## src/rtl/fc_psum_accum.sv

```systemverilog
// fc_psum_accum: accumulates per-neuron psum tiles from the PE array, adds bias,
// requantises (rounding arithmetic right shift, optional ReLU, int8 saturation)
// and queues int8 results in a small valid/ready output FIFO.
module fc_psum_accum #(
  parameter int PSUM_W     = 24,
  parameter int ACC_W      = 32,
  parameter int FIFO_DEPTH = 4,
  parameter int MAX_TILES  = 16
) (
  input  logic                         clk,
  input  logic                         rst_n,
  input  logic                         start_i,
  input  logic [$clog2(MAX_TILES):0]   cfg_tiles_i,
  input  logic [15:0]                  cfg_neurons_i,
  input  logic [4:0]                   cfg_shift_i,
  input  logic                         cfg_relu_i,
  input  logic [ACC_W-1:0]             bias_i,
  input  logic                         psum_valid_i,
  input  logic [PSUM_W-1:0]            psum_i,
  output logic                         psum_ready_o,
  output logic                         out_valid_o,
  output logic [7:0]                   out_data_o,
  input  logic                         out_ready_i,
  output logic                         busy_o,
  output logic                         done_o
);

  localparam int TW = $clog2(MAX_TILES) + 1;
  localparam int PW = $clog2(FIFO_DEPTH);
  localparam int CW = PW + 1;
  localparam logic [CW-1:0]        DEPTH_C = CW'(FIFO_DEPTH);
  localparam logic signed [ACC_W:0] SAT_MAX = (ACC_W+1)'(127);
  localparam logic signed [ACC_W:0] SAT_MIN = (ACC_W+1)'(-128);

  typedef enum logic [1:0] {S_IDLE, S_ACC, S_POST, S_PUSH} state_t;

  state_t                       r_state, w_next;
  logic [ACC_W-1:0]             r_acc, r_bias;
  logic [TW-1:0]                r_tiles, r_tile_cnt;
  logic [15:0]                  r_neurons, r_neuron_cnt;
  logic [4:0]                   r_shift;
  logic                         r_relu;
  logic [7:0]                   r_res;
  logic [FIFO_DEPTH-1:0][7:0]   r_mem;
  logic [PW-1:0]                r_wptr, r_rptr;
  logic [CW-1:0]                r_count;

  logic                         w_accept, w_last_tile, w_last_neuron, w_push, w_pop;
  logic [ACC_W-1:0]             w_psum_ext;
  logic signed [ACC_W:0]        w_round, w_sum, w_shr;
  logic [7:0]                   w_res;

  assign w_accept      = psum_valid_i && (r_state == S_ACC);
  assign w_last_tile   = (r_tile_cnt == r_tiles - TW'(1));
  assign w_last_neuron = (r_neuron_cnt == r_neurons - 16'd1);
  // Full test uses the pre-pop count: a pop this cycle does not free a slot until next cycle.
  assign w_push        = (r_state == S_PUSH) && (r_count != DEPTH_C);
  assign w_pop         = out_valid_o && out_ready_i;
  assign w_psum_ext    = {{(ACC_W-PSUM_W){psum_i[PSUM_W-1]}}, psum_i};

  // Requant runs one bit wider than the accumulator so the rounding add cannot wrap.
  assign w_round = (r_shift == 5'd0) ? '0 : ((ACC_W+1)'(1) << (r_shift - 5'd1));
  assign w_sum   = $signed({r_acc[ACC_W-1], r_acc}) + w_round;
  assign w_shr   = w_sum >>> r_shift;

  // ReLU then int8 saturation of the shifted value.
  always_comb begin
    w_res = w_shr[7:0];
    if (r_relu && w_shr[ACC_W])  w_res = 8'h00;
    else if (w_shr > SAT_MAX)    w_res = 8'h7F;
    else if (w_shr < SAT_MIN)    w_res = 8'h80;
  end

  // State register.
  always_ff @(posedge clk or negedge rst_n) begin
    if (!rst_n) r_state <= S_IDLE;
    else        r_state <= w_next;
  end

  // Next-state and handshake/status outputs.
  always_comb begin
    w_next       = r_state;
    psum_ready_o = 1'b0;
    busy_o       = 1'b1;
    done_o       = 1'b0;
    case (r_state)
      S_IDLE: begin
        busy_o = 1'b0;
        if (start_i) w_next = S_ACC;
      end
      S_ACC: begin
        psum_ready_o = 1'b1;
        if (w_accept && w_last_tile) w_next = S_POST;
      end
      S_POST: w_next = S_PUSH;
      S_PUSH: begin
        if (w_push) begin
          if (w_last_neuron) begin
            done_o = 1'b1;
            w_next = S_IDLE;
          end else begin
            w_next = S_ACC;
          end
        end
      end
      default: w_next = S_IDLE;
    endcase
  end

  // Job config latch, accumulator, tile/neuron counters and result register.
  always_ff @(posedge clk or negedge rst_n) begin
    if (!rst_n) begin
      r_acc        <= '0;
      r_bias       <= '0;
      r_tiles      <= TW'(1);
      r_tile_cnt   <= '0;
      r_neurons    <= 16'd1;
      r_neuron_cnt <= '0;
      r_shift      <= '0;
      r_relu       <= 1'b0;
      r_res        <= '0;
    end else begin
      case (r_state)
        S_IDLE: if (start_i) begin
          r_tiles      <= (cfg_tiles_i == '0) ? TW'(1) : cfg_tiles_i;
          r_neurons    <= (cfg_neurons_i == 16'd0) ? 16'd1 : cfg_neurons_i;
          r_shift      <= cfg_shift_i;
          r_relu       <= cfg_relu_i;
          r_bias       <= bias_i;
          r_acc        <= bias_i;
          r_tile_cnt   <= '0;
          r_neuron_cnt <= '0;
        end
        S_ACC: if (w_accept) begin
          r_acc      <= r_acc + w_psum_ext;
          r_tile_cnt <= r_tile_cnt + TW'(1);
        end
        S_POST: r_res <= w_res;
        S_PUSH: if (w_push) begin
          r_neuron_cnt <= r_neuron_cnt + 16'd1;
          if (!w_last_neuron) begin
            r_acc      <= r_bias;
            r_tile_cnt <= '0;
          end
        end
        default: ;
      endcase
    end
  end

  // FIFO storage; contents are only meaningful under the count, so no reset.
  always_ff @(posedge clk) begin
    if (w_push) r_mem[r_wptr] <= r_res;
  end

  // FIFO pointers and occupancy.
  always_ff @(posedge clk or negedge rst_n) begin
    if (!rst_n) begin
      r_wptr  <= '0;
      r_rptr  <= '0;
      r_count <= '0;
    end else begin
      if (w_push) r_wptr <= r_wptr + PW'(1);
      if (w_pop)  r_rptr <= r_rptr + PW'(1);
      case ({w_push, w_pop})
        2'b10:   r_count <= r_count + CW'(1);
        2'b01:   r_count <= r_count - CW'(1);
        default: r_count <= r_count;
      endcase
    end
  end

  assign out_valid_o = (r_count != '0);
  assign out_data_o  = out_valid_o ? r_mem[r_rptr] : 8'h00;

endmodule

```

## config.mk

```make
export PLATFORM = sky130hd
export DESIGN_NAME = fc_psum_accum
export DESIGN_NICKNAME = d
export VERILOG_FILES = /design/src/rtl/fc_psum_accum.sv
export SDC_FILE = /design/constraint.sdc
export NUM_CORES = 1
export LEC_CHECK = 0
export ABC_AREA = 1
export BUFFER_PORTS_ARGS = -buffer_cell sky130_fd_sc_hd__buf_2
export CAP_MARGIN = 15
export CORE_UTILIZATION = 46
export CTS_BUF_LIST = sky130_fd_sc_hd__clkbuf_8
export DETAILED_ROUTE_END_ITERATION = 8
export PLACE_DENSITY = 0.75
export SLEW_MARGIN = 20
export SYNTH_ARGS = -nofsm -noshare
export SYNTH_HDL_FRONTEND = slang
export SYNTH_SLANG_ARGS = --single-unit
```

## constraint.sdc

```tcl
create_clock -name clk -period 5.1 [get_ports clk]
set_input_delay 0.51 -clock clk [delete_from_list [all_inputs] [get_ports clk]]
set_output_delay 0.51 -clock clk [all_outputs]
set_load 0.01 [all_outputs]
```

==> results.yml <==
sta:
  rsz0062_at_grt: "no"
  fmax_mhz: 221.3
  setup_slack_ns: 0.5806
  finalSetupViolCount: 0
  finalMaxSlewViolations: 0
  finalCritPeriodShare: 0.8862
  tightest_slew_ns: 0.8643
  setup-tns-final_ns: 0
  hold_violations: 0
  skew_ns: 0.01421
  period_minus_slack_ns: 4.519
  slew_headroom: 0.4232
  hold_ws_ns: 0.08742
run_status:
  outcome: "finished, final reports clean"
worst_setup_path:
  worst_ep_required_time_ns: 5.46
  crit_top_cell: "nand2_1"
  path_class: "reg2reg"
  worstPathArrival_ns: 4.88
  path_delay_family: "simple AND/OR/NAND/NOR gates"
  cp_slowest_stage_delay_ns: 0.43
  slowest_stage: "dfrtp_1"
  path_max_fanout: 9
  critPathCaptureType: "flip-flop"
  start_kind: "flip-flop"
  critPathBufInv: 5
synth:
  synth_xor_area_frac: 0.02369
  synth_top_family_by_area: "simple AND/OR/NAND/NOR gates"
  synth_top_area_share: 0.2149
  synth_seq_cells: 161
  yosys-top-cells-area: "dfrtp_1, nand2_1, nand3_1, inv_1, ha_1"
  async_reset_ff_frac: 0.8012
  synth_fp_nets: 2480
  yosysUniqueCellTypes: 57
  yosysWarnings: 0
  synth_edf_count: 32
  yosysSeqAreaShare: 0.2835
  synth_top_cell_by_area: "dfrtp_1"
  synthTopCellsByCount: "nand2_1, nand3_1, inv_1"
  synth_compound_area_frac: 0.1070
  synthSimpleGateAreaFrac: 0.4203
  synth_fa_ha_area_frac: 0.07007
  synth_area_mm2: 0.01479
  synthFlopType: "dfrtp_1"
  synth_most_common_cell: "nand2_1"
  syn_inst: 2311
  post_synth_mux_area_share: 0
  syn_avg_cell_area_um2: 6.398
clock_tree:
  cts.sinks: 161
  numCtsBuffers: 17
  cts-root-buf: "clkbuf_8"
  path_clk_slew_ns: 0.09
  hold_buffers: 0
  htree_levels: 4
  cts_tree: "yes"
  insertion_delay_ns: 0.47
  clockBufferDepth: 2
cells_and_area:
  nets: 2543
  design_area_mm2: 0.01596
  drive_gt1_frac: 0.1119
  area_growth_syn_to_layout_pct: 7.929
global_routing:
  first_global_vias: 14310
  grt_antenna_before_repair: 1
  grt_use_met1: 0.3987
  grt_overflow: 0
  grt_max_degree: 86
  met3_usage: 0.04576
  gr-usage-all-layers: 0.2895
  top_usage_layer: "met2"
  gr-usage-met2: 0.4620
  grt_pass1_wl_um: 75110
power_and_ir_drop:
  pwr-share-clk: 0.078
  switching_share: 0.5734
  ir_drop_mv: 0.2904
  pwr-share-seq: 0.210
  p_leak_nw: 8.273
  p_per_area_mw_per_mm2: 710.4
  combPwrFrac: 0.712
  p_int_mw: 4.836
  p_switching_mw: 6.501
routing:
  viasPerCell: 5.504
  first_pass_iters: 6
  drt_iter0_markers: 1628
  drtAntennaViolNets: 0
  drc: 0
  vias: 15360
  wl_um: 46930
  wl_per_cell_um: 16.82
place:
  hpwl_um: 36980
  placed_area_mm2: 0.01560
  numPortBuffers: 99
  place_ws_ns: 0.6542
  place_congestion: 0.9554
die:
  pin_count: 100
  die_area_mm2: 0.03286
  fp-row-count: 65
  core_mm2: 0.03156
  die_y_um: 181.3
  start_util: 0.4686
  dieWidth_um: 181.3
worst_hold_path:
  min_path_type: "in2async"
job:
  maxCapViolations: 0
power by group through the flow:
| stage | sequential [mW] | combinational, mW | clock (mW) |
|---|---|---|---|
| after floorplan | 2.18 | 6.00 | 0 |
| after global placement | 2.38 | 7.83 | 0 |
| after detailed placement | 2.39 | 7.94 | 0 |
| after CTS | 2.37 | 7.97 | 0.904 |
| after global routing | 2.44 | 9.05 | 0.947 |
| final | 2.38 | 8.07 | 0.888 |
final timing paths:
check | startpoint | end | slack, ns | depth (start not counted)
setup / recovery | r_shift[1] | r_res[6] | 0.58 | 36
hold / removal | rst_n | r_neurons[6] | 0.09 | 1
setup reg to reg | r_shift[1] | r_res[6] | 0.58 | 36
hold reg to reg | r_relu | r_res[7] | 0.47 | 1
max in group asynchronous | rst_n | r_acc[8] | 3.94 | 2
min in group clk | cfg_neurons_i[2] | r_neurons[2] | 0.25 | 3
kinds of logic after synthesis:
kind of cell | count (synthesis)
simple gates | 1397
buf+inv | 359
other cells | 1
xor+xnor | 40
flops | 161
fa+ha+maj | 81
compound gates | 272
placed cells by master (no fill, tap or decap), drive strengths merged, types with 2 or more instances in the layout:
cell type,netlist,layout
a21oi,113,113
dfrtp,127,127
nor2,230,230
xnor2,14,14
clkinv,7,15
a22oi,11,11
a41oi,13,13
buf,35,117
nand2,754,754
ha,78,78
xor2,26,26
nand3,319,319
o31ai,2,2
edfxtp,32,32
inv,279,283
a21o,2,2
nand3b,4,4
nor3b,3,3
o21bai,4,4
o21a,3,3
clkbuf,38,18
nor4,12,12
o21ai,89,89
and2,2,2
nand4,20,20
a31oi,7,7
a221oi,12,12
o211ai,9,9
or2,20,20
fa,3,3
o221ai,3,3
nor3,32,32
dfstp,2,2
sequential cells by signal (all words and copies together) (netlist names):
register and cells:
r_tile_cnt 5, r_shift 5, r_wptr 2, r_bias 32
r_rptr 2, r_acc 32, r_tiles 5, r_state 2
r_relu 1, r_count 3, r_res 8, r_neuron_cnt 16
r_neurons 16, r_mem 32
cell type report:
cell class / instances / area (um2)
multi-input cells: 1791 / 9194
clock inverters: 14 / 103.9
repair buffers: 117 / 636.9
flip-flops and latches: 161 / 4192
fillers: 3206 / 15600
inverters: 286 / 1079
clock buffers: 18 / 247.7
well taps: 402 / 503.0
diodes: 1 / 2.502
stage by stage:
step                power [mW]    util  cells
floorplan                8.184       -   2311
global placement         10.20  0.4944   2757
detailed placement       10.33  0.4944   2757
CTS                      11.24  0.5056   2789
global route             12.44  0.5057   2790
finish                   11.34  0.5057   2790
timing repair:
| action | in CTS | in global routing |
|---|---|---|
| endpoints found under the setup margin | 0 | 2 |
| gates resized for setup | 0 | 1 |
| setup buffers | 0 | 0 |
layer usage:
| metal | vias up | wire length (um) |
|---|---|---|
| met5 | - | 0 |
| li1 | 7656 | - |
| met4 | 0 | 1204 |
| met2 | 580 | 21160 |
| met3 | 75 | 3268 |
| met1 | 7045 | 21300 |
(Power assumes the default switching activity.)
